<file path="config.mk">
export PLATFORM = sky130hd
export DESIGN_NAME = pri_decoder_demux_flat
export DESIGN_NICKNAME = d
export VERILOG_FILES = /design/src/rtl/pri_decoder_demux_if.sv /design/src/rtl/pri_decoder_demux.sv /design/src/flat_wrapper.sv
export SDC_FILE = /design/constraint.sdc
export NUM_CORES = 1
export LEC_CHECK = 0
export ABC_AREA = 1
export ABC_CLOCK_PERIOD_IN_PS = 1700
export BUFFER_PORTS_ARGS = -buffer_cell sky130_fd_sc_hd__buf_2
export CAP_MARGIN = 20
export CORE_MARGIN = 2
export CORE_UTILIZATION = 53
export DETAILED_ROUTE_END_ITERATION = 10
export GPL_TIMING_DRIVEN = 0
export MAX_ROUTING_LAYER = met4
export PLACE_DENSITY = 0.82
export SLEW_MARGIN = 20
export SYNTH_ARGS = -nofsm -noshare
export SYNTH_HDL_FRONTEND = slang
export SYNTH_SLANG_ARGS = --single-unit
export TNS_END_PERCENT = 30
</file>
<file path="constraint.sdc">
create_clock -name iClk -period 1.7 [get_ports iClk]
set_input_delay 0.255 -clock iClk [delete_from_list [all_inputs] [get_ports iClk]]
set_output_delay 0.255 -clock iClk [all_outputs]
set_load 0.02 [all_outputs]
</file>
<file path="src/rtl/pri_decoder_demux_if.sv">
// Bus bundle for the 1-to-4 channel demux: one encoded source side and four
// buffered consumer channels.
//
// Handshake: a transfer happens on a rising clock edge exactly when valid and
// ready are both high. On the source side that is iValid & oReady. On channel k
// it is oValid[k] & iReady[k]. The block holds a channel word stable while its
// valid is high and its ready is low. oReady depends combinationally on iSel
// and iReady.
interface pri_decoder_demux_if #(
    parameter int DATA_W = 1,
    parameter int CNT_W  = 8
);
    logic              iValid;
    logic [1:0]        iSel;
    logic [DATA_W-1:0] iData;
    logic              oReady;
    logic [3:0]        oValid;
    logic [3:0]        iReady;
    logic [DATA_W-1:0] oData0;
    logic [DATA_W-1:0] oData1;
    logic [DATA_W-1:0] oData2;
    logic [DATA_W-1:0] oData3;
    logic [3:0]        oLastSel;
    logic [CNT_W-1:0]  oAccCnt;

    // Environment side: drives the source word and the consumer readies.
    modport master (
        output iValid, iSel, iData, iReady,
        input  oReady, oValid, oData0, oData1, oData2, oData3, oLastSel, oAccCnt
    );

    // Demux side.
    modport slave (
        input  iValid, iSel, iData, iReady,
        output oReady, oValid, oData0, oData1, oData2, oData3, oLastSel, oAccCnt
    );
endinterface

</file>
<file path="src/rtl/pri_decoder_demux.sv">
// Routes one source word to one of four channels chosen by a 2-bit code.
// Each channel has a 1-deep output buffer. A stalled channel blocks only the
// words addressed to it. The per-channel EMPTY/FULL state is visible directly
// on oValid.
module pri_decoder_demux #(
    parameter int DATA_W = 1,
    parameter int CNT_W  = 8
) (
    input logic               iClk,
    input logic               iRst_n,
    pri_decoder_demux_if.slave bus
);
    typedef enum logic {
        EMPTY = 1'b0,
        FULL  = 1'b1
    } chState_t;

    chState_t          chState     [4];
    chState_t          chStateNext [4];
    logic [DATA_W-1:0] chData      [4];
    logic [DATA_W-1:0] chDataNext  [4];
    logic [3:0]        lastSel;
    logic [3:0]        lastSelNext;
    logic [CNT_W-1:0]  accCnt;
    logic [CNT_W-1:0]  accCntNext;
    logic [3:0]        validVec;
    logic              acc;

    // The channel state is the valid flag exported to each consumer.
    always_comb begin
        validVec = 4'b0000;
        for (int k = 0; k < 4; k++) begin
            validVec[k] = (chState[k] == FULL);
        end
    end

    // The selected channel can take a word if it is empty or is draining this cycle.
    assign bus.oReady = ~validVec[bus.iSel] | bus.iReady[bus.iSel];
    assign acc        = bus.iValid & bus.oReady;

    assign bus.oValid   = validVec;
    assign bus.oData0   = chData[0];
    assign bus.oData1   = chData[1];
    assign bus.oData2   = chData[2];
    assign bus.oData3   = chData[3];
    assign bus.oLastSel = lastSel;
    assign bus.oAccCnt  = accCnt;

    // Next-state logic. A write has priority over a drain, so a channel that
    // drains and refills in the same cycle stays FULL with no bubble.
    always_comb begin
        lastSelNext = lastSel;
        accCntNext  = accCnt;
        for (int k = 0; k < 4; k++) begin
            chStateNext[k] = chState[k];
            chDataNext[k]  = chData[k];
            if (acc && (bus.iSel == 2'(k))) begin
                chStateNext[k] = FULL;
                chDataNext[k]  = bus.iData;
            end else if (validVec[k] && bus.iReady[k]) begin
                chStateNext[k] = EMPTY;
            end
        end
        if (acc) begin
            lastSelNext = 4'b0001 << bus.iSel;
            accCntNext  = accCnt + CNT_W'(1);
        end
    end

    // State registers. Reset discards any buffered words.
    always_ff @(posedge iClk or negedge iRst_n) begin
        if (!iRst_n) begin
            for (int k = 0; k < 4; k++) begin
                chState[k] <= EMPTY;
                chData[k]  <= '0;
            end
            lastSel <= 4'b0000;
            accCnt  <= '0;
        end else begin
            for (int k = 0; k < 4; k++) begin
                chState[k] <= chStateNext[k];
                chData[k]  <= chDataNext[k];
            end
            lastSel <= lastSelNext;
            accCnt  <= accCntNext;
        end
    end
endmodule

</file>
<file path="src/flat_wrapper.sv">
// flat-port wrapper written by rule: the top's interface ports become plain ports
module pri_decoder_demux_flat 
#(
    parameter int DATA_W = 1,
    parameter int CNT_W  = 8
)
  (iClk, iRst_n, bus_iValid, bus_iSel, bus_iData, bus_iReady, bus_oReady, bus_oValid, bus_oData0, bus_oData1, bus_oData2, bus_oData3, bus_oLastSel, bus_oAccCnt);
  pri_decoder_demux_if #(.DATA_W(DATA_W), .CNT_W(CNT_W)) bus_i ();
  input logic iClk;
  input logic iRst_n;
  input wire logic [$bits(bus_i.iValid)-1:0] bus_iValid;
  input wire logic [$bits(bus_i.iSel)-1:0] bus_iSel;
  input wire logic [$bits(bus_i.iData)-1:0] bus_iData;
  input wire logic [$bits(bus_i.iReady)-1:0] bus_iReady;
  output wire logic [$bits(bus_i.oReady)-1:0] bus_oReady;
  output wire logic [$bits(bus_i.oValid)-1:0] bus_oValid;
  output wire logic [$bits(bus_i.oData0)-1:0] bus_oData0;
  output wire logic [$bits(bus_i.oData1)-1:0] bus_oData1;
  output wire logic [$bits(bus_i.oData2)-1:0] bus_oData2;
  output wire logic [$bits(bus_i.oData3)-1:0] bus_oData3;
  output wire logic [$bits(bus_i.oLastSel)-1:0] bus_oLastSel;
  output wire logic [$bits(bus_i.oAccCnt)-1:0] bus_oAccCnt;
  assign bus_i.iValid = bus_iValid;
  assign bus_i.iSel = bus_iSel;
  assign bus_i.iData = bus_iData;
  assign bus_i.iReady = bus_iReady;
  assign bus_oReady = bus_i.oReady;
  assign bus_oValid = bus_i.oValid;
  assign bus_oData0 = bus_i.oData0;
  assign bus_oData1 = bus_i.oData1;
  assign bus_oData2 = bus_i.oData2;
  assign bus_oData3 = bus_i.oData3;
  assign bus_oLastSel = bus_i.oLastSel;
  assign bus_oAccCnt = bus_i.oAccCnt;
  pri_decoder_demux #(.DATA_W(DATA_W), .CNT_W(CNT_W)) u_core (.iClk(iClk), .iRst_n(iRst_n), .bus(bus_i));
endmodule
</file>
==> results.tsv <==
metric	value	unit
worst setup margin	0.1926	ns
WP data required	1.44	ns
worst-path cell chain	nand2_1 -> nand2_1 -> nand2_1 -> nand2_1 -> nand2_4 -> buf_4	
final wirelength	2143	µm
flops & latches, synth	20	
Synth Area in Simple Gates	35.11	%
final HPWL from detailed placement	1662	µm
DR WL met2	1087	µm
Nets	177	
CP delay by family, top	flip-flops	
Crit path top cell by count	nand2_1	
Clock Skew	0.003254	ns
main combinational cell family by area after synthesis	simple AND/OR/NAND/NOR gates	
Unique masters post-synth	16	
pin count of the biggest net entering global routing	21	
multiplexer share of the synthesized area	0	%
commonest cells after routing, fill and taps aside	51 x nand2_1, 28 x buf_2, 20 x dfrtp_1	
most common cell after layout, fill and taps aside	nand2_1	
CTS clk-pin slew, worst paths	0.11	ns
Residual DRC	0	
DP Worst Slack	0.2209	ns
CP Class	register to output pin	
vias in the first global route	820	
met3 wire len	106	µm
post-synthesis compound-gate area fraction	2.967	%
fin. max-slew vios	0	
VDD IR-drop max	0.0006212	V
routed wire length per instance	11.28	µm
PD cells	1132	nW/µm²
Overflow after GRT	0	
Die H	47.70	µm
die span in x	47.70	µm
layout cell share with drive strength beyond 1	26.06	%
unrepaired setup endpoints after global routing	false	
Yosys warning total	0	
Initial Util	57.38	%
DR iter-0 viols	11	
Worst Tran Pin Value	0.4427	ns
Power Total	1.435	mW
drt first pass iters	4	
syn_nets	138	
cell count after synthesis	127	
setup violators final	0	
Final min period	1.507	ns
Vias	959	
critical path arrival	1.25	ns
Max stage delay on crit path	0.42	ns
Num CTS Buffers	3	
Pleak	0.7484	nW
Port Buffer Count	29	
Final TNS setup	0	ns
Adder-Cell Fraction of Synth Area	1.236	%
site row count	15	
number of H-tree levels	1	
TritonCTS clock tree	yes	
Max-Cap Viols	0	
vias per cell	5.047	
Ports	31	
Slowest cell on crit path	dfrtp_1	
xor/xnor share of the synthesized area	3.461	%
core area	1764	µm²
CTS Buffer Depth	2	
Critical Path End Type	output pin	
synthesized cell area	1012	µm²
Max Fclk	663.4	MHz
CTS sink cnt	20	
first-pass GRT wire length	3387	µm
ANT nets after route	0	
Skew-Pair Late Insertion Delay	0.29	ns
root buf cell	clkbuf_4	
post-synthesis sequential area ratio	49.44	%
gpl congestion	0.7925	
HP Class	primary input to register	
M1 WL	941	µm
area grow syn2layout	25.22	%
status	complete, no violations	
Final Hold Fails	0	
die area	2275	µm²
DR top layer	met4	
Slew HR	70.49	%
GRT Overall Usage	22.17	%
Syn Area/Cell	7.970	µm²
initial antenna violation count	0	
n_diodes	0	
Buf/Inv on CP	1	
Worst Path Max Fanout	9	
Tcrit/Tclk final	88.67	%
type of origin of the critical path	register	
==> routing by layer <==
| metal | vias up | GRT usage [%] |
|---|---|---|
| met3 | 2 | 4.528 |
| met1 | 456 | 25.48 |
| met5 | - | - |
| li1 | 476 | - |
| met4 | 0 | 6.486 |
| met2 | 25 | 38.67 |
==> cells by family after synthesis <==
logic type / Yosys count
AO/OA/AOI/OAI: 6
adder cells (fa/ha/maj): 1
AND/OR/NAND/NOR: 80
buffers and inverters: 16
flip-flops: 20
XOR/XNOR: 4
==> worst register-to-register path, cell delays in order (launching register included) <==
cell,delay (ns)
dfrtp_1,0.42
nand2_1,0.08
nand2_1,0.05
nand2_1,0.06
nand2_1,0.08
nand2_4,0.11
buf_4,0.13
nand2_4,0.05
buf_6,0.14
nand2_1,0.06
nand2_1,0.05
==> path summary, 6_finish.rpt <==
path	from	endpoint	slack, ns	cells past startpoint
min reg2reg	u_core.bus.oLastSel[1]	u_core.bus.oLastSel[1]	0.47	2
max	u_core.bus.oValid[0]	bus_oReady	0.19	6
max in group asynchronous	iRst_n	u_core.bus.oAccCnt[2]	0.97	2
max reg2reg	u_core.bus.oValid[0]	u_core.bus.oAccCnt[7]	0.37	10
min	bus_iReady[3]	u_core.bus.oValid[3]	0.14	2
min in group asynchronous	iRst_n	u_core.bus.oAccCnt[3]	0.43	2
==> Yosys cell counts <==
library cell | count | area, µm²
nand4_1 | 5 | 31.28
xnor2_1 | 2 | 17.52
nor2_2 | 1 | 6.260
nand2_1 | 51 | 191.4
ha_1 | 1 | 12.51
inv_1 | 12 | 45.04
buf_6 | 2 | 22.52
clkbuf_1 | 1 | 3.750
nor2_1 | 5 | 18.77
dfrtp_1 | 20 | 500.5
buf_4 | 1 | 7.510
nand3b_1 | 2 | 15.01
nand3_1 | 14 | 70.07
nand2_4 | 2 | 22.52
xor2_1 | 2 | 17.52
o21ai_0 | 6 | 30.03
==> through the flow <==
stage	utilization [%]	instances	hold WS (ns)	cell area, µm²
2_1_floorplan	-	127	-0.04059	1012
3_3_place_gp	67.38	181	0.2177	1189
3_5_place_dp	67.38	181	0.2288	1189
4_1_cts	69.72	185	0.1351	1230
5_1_grt	71.84	190	0.1216	1267
6_report	71.84	190	0.1387	1267
==> final cells by class <==
cell class              count  area, µm²
inverters                  12      45.04
clock buffers               4      36.28
well taps                  25      31.28
repair buffers             35      195.2
plain buffers               3      26.28
flip-flops and latches     20      500.5
multi-input cells          91      432.9
fillers                   161      496.7
==> sequential cells by signal, indices dropped and copies added, names as in the netlist <==
name                 count
u_core.bus.oData0        1
u_core.bus.oValid        4
u_core.bus.oData3        1
u_core.bus.oLastSel      4
u_core.bus.oData1        1
u_core.bus.oData2        1
u_core.bus.oAccCnt       8
==> report_power, final <==
group	internal (mW)	total [mW]	switching (mW)
combinational	0.189	0.500	0.311
sequential	0.571	0.664	0.0929
clock	0.130	0.271	0.140
==> what timing repair did <==
action	4_1_cts	5_1_grt
buffers inserted	0	5
hold buffers	1	0
hold endpoints to repair	20	0
gates resized for setup	1	0
endpoints found under the setup margin	1	1
pin swaps	0	1
(Power assumes the default switching activity.)
